`src/rtl/mem_bus_adapter_pkg.sv`:
```
// Shared types for the core's memory port.
//   mem_access_size_t : access width requested by the core (BYTE/HALF/WORD)
//   mem_error_t       : sticky error cause reported to the core
package mem_bus_adapter_pkg;

  typedef enum logic [1:0] {
    SIZE_BYTE = 2'd0,
    SIZE_HALF = 2'd1,
    SIZE_WORD = 2'd2
  } mem_access_size_t;

  typedef enum logic [1:0] {
    ERR_NONE       = 2'd0,
    ERR_MISALIGNED = 2'd1,
    ERR_BUS        = 2'd2,
    ERR_TIMEOUT    = 2'd3
  } mem_error_t;

endpackage

```
`src/rtl/mem_lane_align.sv`:
```
// Byte-lane steering for a 32-bit word bus (purely combinational).
//   i_size        access size
//   i_offset      byte offset within the word (addr[1:0])
//   i_wdata       right-aligned write data from the core
//   i_rdata       raw read word from the bus
//   o_wstrb       byte strobes for a write of this size/offset
//   o_wdata       write data replicated across every lane
//   o_rdata       read data shifted down and zero-extended to size
//   o_misaligned  size/offset combination is not naturally aligned
module mem_lane_align
  import mem_bus_adapter_pkg::*;
(
  input  mem_access_size_t i_size,
  input  logic [1:0]       i_offset,
  input  logic [31:0]      i_wdata,
  input  logic [31:0]      i_rdata,
  output logic [3:0]       o_wstrb,
  output logic [31:0]      o_wdata,
  output logic [31:0]      o_rdata,
  output logic             o_misaligned
);

  logic [31:0] w_shift;

  assign w_shift = i_rdata >> {i_offset, 3'b000};

  // Unused size encoding is treated as a word access.
  always_comb begin
    o_wstrb      = 4'b1111;
    o_wdata      = i_wdata;
    o_rdata      = i_rdata;
    o_misaligned = (i_offset != 2'b00);
    case (i_size)
      SIZE_BYTE: begin
        o_wstrb      = 4'b0001 << i_offset;
        o_wdata      = {4{i_wdata[7:0]}};
        o_rdata      = w_shift & 32'h0000_00FF;
        o_misaligned = 1'b0;
      end
      SIZE_HALF: begin
        o_wstrb      = 4'b0011 << i_offset;
        o_wdata      = {2{i_wdata[15:0]}};
        o_rdata      = w_shift & 32'h0000_FFFF;
        o_misaligned = i_offset[0];
      end
      default: ;
    endcase
  end

endmodule

```
`src/rtl/mem_bus_adapter.sv`:
```
// Memory port of the multicycle core: runs one core access per req_i strobe
// on a valid/ready bus, then reports done_o or a sticky error.
//   clk_i, reset_i                 clock, synchronous active-high reset
//   req_i, rd_*/wr_*               core access request (write wins over read)
//   rd_data_o, done_o, busy_o      read result, completion pulse, in-flight flag
//   error_o, error_cause_o         sticky error and its first cause
//   bus_valid_o ... bus_wdata_o    request channel (held until bus_ready_i)
//   bus_rvalid_i, bus_rdata_i      read response
//   bus_err_i                      error, qualified by handshake or rvalid
//
// state  | meaning
// -------+-----------------------------------------------------------
// IDLE   | waiting for req_i; misaligned request goes straight to ERROR
// REQ    | bus_valid_o high, request held until bus_ready_i
// WAIT_R | read accepted, waiting for bus_rvalid_i
// ERROR  | sticky error, leaves only on reset
module mem_bus_adapter
  import mem_bus_adapter_pkg::*;
#(
  parameter int unsigned TIMEOUT_CYCLES = 255
) (
  input  logic        clk_i,
  input  logic        reset_i,
  input  logic        req_i,
  input  logic [31:0] rd_addr_i,
  input  logic [1:0]  rd_size_i,
  input  logic        wr_enable_i,
  input  logic [31:0] wr_addr_i,
  input  logic [31:0] wr_data_i,
  input  logic [1:0]  wr_size_i,
  output logic [31:0] rd_data_o,
  output logic        done_o,
  output logic        busy_o,
  output logic        error_o,
  output logic [1:0]  error_cause_o,
  output logic        bus_valid_o,
  input  logic        bus_ready_i,
  output logic [31:0] bus_addr_o,
  output logic        bus_we_o,
  output logic [3:0]  bus_wstrb_o,
  output logic [31:0] bus_wdata_o,
  input  logic        bus_rvalid_i,
  input  logic [31:0] bus_rdata_i,
  input  logic        bus_err_i
);

  typedef enum logic [1:0] {
    S_IDLE   = 2'd0,
    S_REQ    = 2'd1,
    S_WAIT_R = 2'd2,
    S_ERROR  = 2'd3
  } state_t;

  // Down-counter loaded with TIMEOUT_CYCLES-1 when the access starts; reaching
  // zero while still waiting means the budget of REQ+WAIT_R cycles is spent.
  localparam int unsigned TW = (TIMEOUT_CYCLES > 1) ? $clog2(TIMEOUT_CYCLES) : 1;
  localparam logic [TW-1:0] TMO_LOAD =
    (TIMEOUT_CYCLES == 0) ? '0 : TW'(TIMEOUT_CYCLES - 1);

  state_t           r_state;
  state_t           w_next;
  logic [31:0]      r_addr;
  logic             r_we;
  logic [3:0]       r_wstrb;
  logic [31:0]      r_wdata;
  mem_access_size_t r_size;
  logic [1:0]       r_off;
  logic [31:0]      r_rd_data;
  logic             r_done;
  mem_error_t       r_cause;
  logic [TW-1:0]    r_tmo_cnt;

  logic [31:0]      w_req_addr;
  mem_access_size_t w_req_size;
  mem_access_size_t w_al_size;
  logic [1:0]       w_al_off;
  logic [3:0]       w_wstrb;
  logic [31:0]      w_wdata;
  logic [31:0]      w_rdata;
  logic             w_misaligned;
  logic             w_tmo;
  logic             w_accept;
  logic             w_done_set;
  logic             w_rd_load;
  logic             w_err_set;
  mem_error_t       w_err_cause;

  assign w_req_addr = wr_enable_i ? wr_addr_i : rd_addr_i;
  assign w_req_size = mem_access_size_t'(wr_enable_i ? wr_size_i : rd_size_i);

  // One aligner serves both phases: in IDLE it sees the incoming request
  // (alignment check, write lanes to capture); afterwards it sees the captured
  // access so the returning read word is extracted with the right size/offset.
  assign w_al_size = (r_state == S_IDLE) ? w_req_size : r_size;
  assign w_al_off  = (r_state == S_IDLE) ? w_req_addr[1:0] : r_off;

  mem_lane_align u_lane_align (
    .i_size       (w_al_size),
    .i_offset     (w_al_off),
    .i_wdata      (wr_data_i),
    .i_rdata      (bus_rdata_i),
    .o_wstrb      (w_wstrb),
    .o_wdata      (w_wdata),
    .o_rdata      (w_rdata),
    .o_misaligned (w_misaligned)
  );

  assign w_tmo = (TIMEOUT_CYCLES != 0) && (r_tmo_cnt == '0);

  always_comb begin
    w_next      = r_state;
    w_accept    = 1'b0;
    w_done_set  = 1'b0;
    w_rd_load   = 1'b0;
    w_err_set   = 1'b0;
    w_err_cause = ERR_NONE;
    case (r_state)
      S_IDLE: begin
        if (req_i) begin
          if (w_misaligned) begin
            w_next      = S_ERROR;
            w_err_set   = 1'b1;
            w_err_cause = ERR_MISALIGNED;
          end else begin
            w_next   = S_REQ;
            w_accept = 1'b1;
          end
        end
      end
      S_REQ: begin
        // A handshake in the final budget cycle still counts as completion.
        if (bus_ready_i) begin
          if (bus_err_i) begin
            w_next      = S_ERROR;
            w_err_set   = 1'b1;
            w_err_cause = ERR_BUS;
          end else if (r_we) begin
            w_next     = S_IDLE;
            w_done_set = 1'b1;
          end else begin
            w_next = S_WAIT_R;
          end
        end else if (w_tmo) begin
          w_next      = S_ERROR;
          w_err_set   = 1'b1;
          w_err_cause = ERR_TIMEOUT;
        end
      end
      S_WAIT_R: begin
        if (bus_rvalid_i) begin
          if (bus_err_i) begin
            w_next      = S_ERROR;
            w_err_set   = 1'b1;
            w_err_cause = ERR_BUS;
          end else begin
            w_next     = S_IDLE;
            w_done_set = 1'b1;
            w_rd_load  = 1'b1;
          end
        end else if (w_tmo) begin
          w_next      = S_ERROR;
          w_err_set   = 1'b1;
          w_err_cause = ERR_TIMEOUT;
        end
      end
      default: ;
    endcase
  end

  always_ff @(posedge clk_i) begin
    if (reset_i) begin
      r_state   <= S_IDLE;
      r_addr    <= '0;
      r_we      <= 1'b0;
      r_wstrb   <= '0;
      r_wdata   <= '0;
      r_size    <= SIZE_BYTE;
      r_off     <= '0;
      r_rd_data <= '0;
      r_done    <= 1'b0;
      r_cause   <= ERR_NONE;
      r_tmo_cnt <= '0;
    end else begin
      r_state <= w_next;
      r_done  <= w_done_set;
      if (w_accept) begin
        r_addr    <= {w_req_addr[31:2], 2'b00};
        r_we      <= wr_enable_i;
        r_wstrb   <= wr_enable_i ? w_wstrb : 4'b0000;
        r_wdata   <= wr_enable_i ? w_wdata : 32'd0;
        r_size    <= w_req_size;
        r_off     <= w_req_addr[1:0];
        r_tmo_cnt <= TMO_LOAD;
      end else if ((r_state == S_REQ || r_state == S_WAIT_R) && (r_tmo_cnt != '0)) begin
        r_tmo_cnt <= r_tmo_cnt - 1'b1;
      end
      if (w_rd_load) begin
        r_rd_data <= w_rdata;
      end
      // ERROR is terminal, so the first cause is the only one ever written.
      if (w_err_set) begin
        r_cause <= w_err_cause;
      end
    end
  end

  assign rd_data_o     = r_rd_data;
  assign done_o        = r_done;
  assign busy_o        = (r_state == S_REQ) || (r_state == S_WAIT_R);
  assign error_o       = (r_state == S_ERROR);
  assign error_cause_o = r_cause;
  assign bus_valid_o   = (r_state == S_REQ);
  assign bus_addr_o    = r_addr;
  assign bus_we_o      = r_we;
  assign bus_wstrb_o   = r_wstrb;
  assign bus_wdata_o   = r_wdata;

endmodule
```
`config.mk`:
```
export PLATFORM = sky130hd
export DESIGN_NAME = mem_bus_adapter
export DESIGN_NICKNAME = d
export VERILOG_FILES = /design/src/rtl/mem_bus_adapter_pkg.sv /design/src/rtl/mem_lane_align.sv /design/src/rtl/mem_bus_adapter.sv
export SDC_FILE = /design/constraint.sdc
export NUM_CORES = 1
export LEC_CHECK = 0
export ABC_AREA = 1
export CORE_ASPECT_RATIO = 1.5
export CORE_UTILIZATION = 44
export DETAILED_ROUTE_END_ITERATION = 16
export PLACE_DENSITY_LB_ADDON = 0.05
export SYNTH_ARGS = -nofsm -noshare
export SYNTH_HDL_FRONTEND = slang
export SYNTH_SLANG_ARGS = --single-unit
```
`constraint.sdc`:
```
create_clock -name clk_i -period 2.7 [get_ports clk_i]
set_input_delay 0.54 -clock clk_i [delete_from_list [all_inputs] [get_ports clk_i]]
set_output_delay 0.54 -clock clk_i [all_outputs]
set_load 0.02 [all_outputs]
```
==> impl_metrics.tcl <==
set metrics [dict create \
    status "finished clean" \
    num_rows 51 \
    fin_worst_skew_ns 0.009720 \
    cts_tree "done" \
    fill_cells 1194 \
    hold_viol 0 \
    timing.rr.end "bus_addr_o[27]" \
    routed_wl_mm 18.79 \
    clk_latency_ns 0.42 \
    place_hpwl_mm 13.76 \
    cp.required_ns 3.04 \
    synthFlopType "dfxtp_1" \
    drt_iter0_drc 217 \
    hold_ws_ns 0.4524 \
    drt_first_pass_iters 5 \
    ys_seq_elements 116 \
    netlist_area_um2 5983 \
    setup.worst_path.start_class "flip-flop" \
    synth_cell_types 32 \
    async_flop_share 0 \
    multi_input_area_um2 3104 \
    tns_ns 0 \
    rsz0062_at_grt "no" \
    crit_path_end "bus_addr_o[27]" \
    reg2reg_from "r_state[1]" \
    endpoint_kind "flip-flop" \
    cts.clk_slew.worst_paths_ns 0.05 \
    power.density_nw_per_um2 992.6 \
    crit_arrival_ns 2.75 \
    track_usage 0.2605 \
    syn2layout_area_growth_pct 53.12 \
    syn_area_per_cell_um2 6.454 \
    cts_max_path_buffers 2 \
    drc 0 \
    critPathLaunch "r_state[1]" \
    place_congestion 0.8965 \
    ys_seq_area_frac 0.3881 \
    slew_headroom 0.6478 \
    synth_edf_count 0 \
    ys_warn_count 0 \
    antenna_found_initial 1 \
    finalSetupViolCount 0 \
    clkSinkCount 116 \
    ant_nets 0 \
    vias 6583 \
    ir_worst_vdd_v 0.0006592 \
    finalCriticalPeriod_ns 2.417 \
    die_y_um 144.8 \
    ff2ff_setup_slack_ns 0.28 \
    cp_max_fo 31 \
    nets 1300 \
    final_cell_mix "nand2_1 (380), clkdlybuf4s50_1 (242), dfxtp_1 (116), a21oi_1 (92), nand3_1 (78)" \
    port-buffer-count 243 \
    drv_slew 0 \
    p_leak_uw 0.004119 \
    period_share 0.8954 \
    cts_root_buffer "clkbuf_16" \
    worst_pin_slew_ns 0.5271 \
    cts_buffers 17 \
    wl_per_cell_um 14.15 \
    vias_per_cell 4.957 \
    post-route-util 0.6969 \
    reg2reg_depth 11 \
    grt.overflow.total 0 \
    cts_max_level 4 \
    final_common_cell "nand2_1" \
    drive_gt1_frac 0.06935 \
    regArea_um2 2322 \
    min_path_type "reg2reg" \
    total_power_uw 9093 \
    grt_max_degree 48 \
    netlist_instances 927 \
    die_x_um 97.21 \
    clock.fmax_mhz 413.7 \
    worstSetupPathType "reg2reg" \
    start_util 0.4552 \
    ioPinCount 246 \
    grt_pass1_wl_mm 29.53 \
    die_area_um2 14080 \
    core_um2 13150 \
    grt_pass1_vias 6155 \
    cap_violations 0 \
    cts_setup_buffers 0 \
]
-- routing by layer --
layer / vias up / wire length [um] / GRT usage / share of wire
li1: 3405 / - / - / -
met1: 2903 / 7399 / 0.2855 / 0.39
met2: 236 / 9575 / 0.4781 / 0.51
met3: 39 / 1206 / 0.06148 / 0.064
met4: 0 / 605 / 0.1169 / 0.032
met5: - / 0 / 0 / 0
-- kinds of logic (layout without fill, tap and decap cells) --
logic type / count (synthesis) / after routing / synth area share
xor gates and xnor gates: 2 / 2 / 0.002928
buffers and inverters: 127 / 367 / 0.09494
DFF: 116 / 116 / 0.3881
AOI/OAI and AO/OA: 169 / 169 / 0.1495
adders and majority gates: 6 / 6 / 0.01255
and+or+nand+nor: 506 / 506 / 0.3513
other: 1 / 3 / 0.0006268
-- registers in the layout, summed over array words and instances, names as in the netlist --
name,cells
error_cause_o,2
bus_we_o,1
rd_data_o,32
r_tmo_cnt,8
r_state,2
done_o,1
bus_wstrb_o,4
r_size,2
bus_addr_o,30
r_off,2
bus_wdata_o,32
-- layout make-up --
type | count | share of cell area
sequential | 116 | 0.2535
clock buffer | 19 | 0.04725
inverter | 68 | 0.02841
clock inverter | 13 | 0.02267
antenna | 1 | 0.0002731
multi-input combinational | 685 | 0.3388
timing repair buffer | 267 | 0.2874
tap | 159 | 0.02172
-- report_power, final --
group / total (uW) / internal [uW] / switching, uW
logic: 4380 / 1680 / 2700
clock network: 2440 / 1630 / 807
registers: 2270 / 2070 / 200
total: 9090 / 5390 / 3710
-- critical path: stages (launching register included) --
cell and delay [ns]:
dfxtp_1 0.35, inv_1 0.11, ha_1 0.35, inv_2 0.16, nand2_2 0.22, nand2_1 0.16
nand2_1 0.15, nand2_4 0.08, nand3_4 0.13, buf_4 0.32, nand2_1 0.11, a21oi_1 0.17
-- Yosys cell counts (2+ instances only) --
library cell | number | share of area
nand3_4 | 2 | 0.0059
o21ai_0 | 59 | 0.049
nand2_2 | 5 | 0.0052
buf_6 | 4 | 0.0075
inv_1 | 62 | 0.039
a31oi_1 | 3 | 0.0031
nor2_4 | 3 | 0.0056
a21oi_1 | 92 | 0.077
xor2_1 | 2 | 0.0029
clkbuf_1 | 28 | 0.018
nand2_1 | 380 | 0.24
o211ai_1 | 9 | 0.011
nand3b_1 | 3 | 0.0038
buf_2 | 14 | 0.012
buf_1 | 2 | 0.0013
o21bai_1 | 3 | 0.0038
or2_2 | 5 | 0.0052
nor2_1 | 26 | 0.016
dfxtp_1 | 116 | 0.39
buf_4 | 11 | 0.014
ha_1 | 6 | 0.013
inv_2 | 5 | 0.0031
nand3_1 | 78 | 0.065
-- how the worst min path moves through the flow --
stage,startpoint,end,depth (start not counted)
floorplan,r_off[0],r_off[0],2
global placement,bus_wdata_o[25],bus_wdata_o[25],2
detailed placement,bus_wstrb_o[3],bus_wstrb_o[3],2
CTS,bus_wdata_o[26],bus_wdata_o[26],2
global route,bus_wdata_o[24],bus_wdata_o[24],2
finish,bus_wdata_o[26],bus_wdata_o[26],2
-- per-stage QoR --
step | setup slack [ns] | cell area, um^2 | cells
finish | 0.2825 | 9161 | 1328
CTS | 0.1026 | 9156 | 1327
global placement | 0.07995 | 8516 | 1295
detailed placement | -0.03258 | 8516 | 1295
global route | 0.09740 | 9161 | 1328
floorplan | 0.7412 | 5987 | 928
-- repair_timing --
action	in CTS	in global routing
setup endpoints to repair	0	16
endpoints found under the hold margin	0	0
resized for setup	0	2
hold buffers	0	0
(Power assumes the default switching activity.)
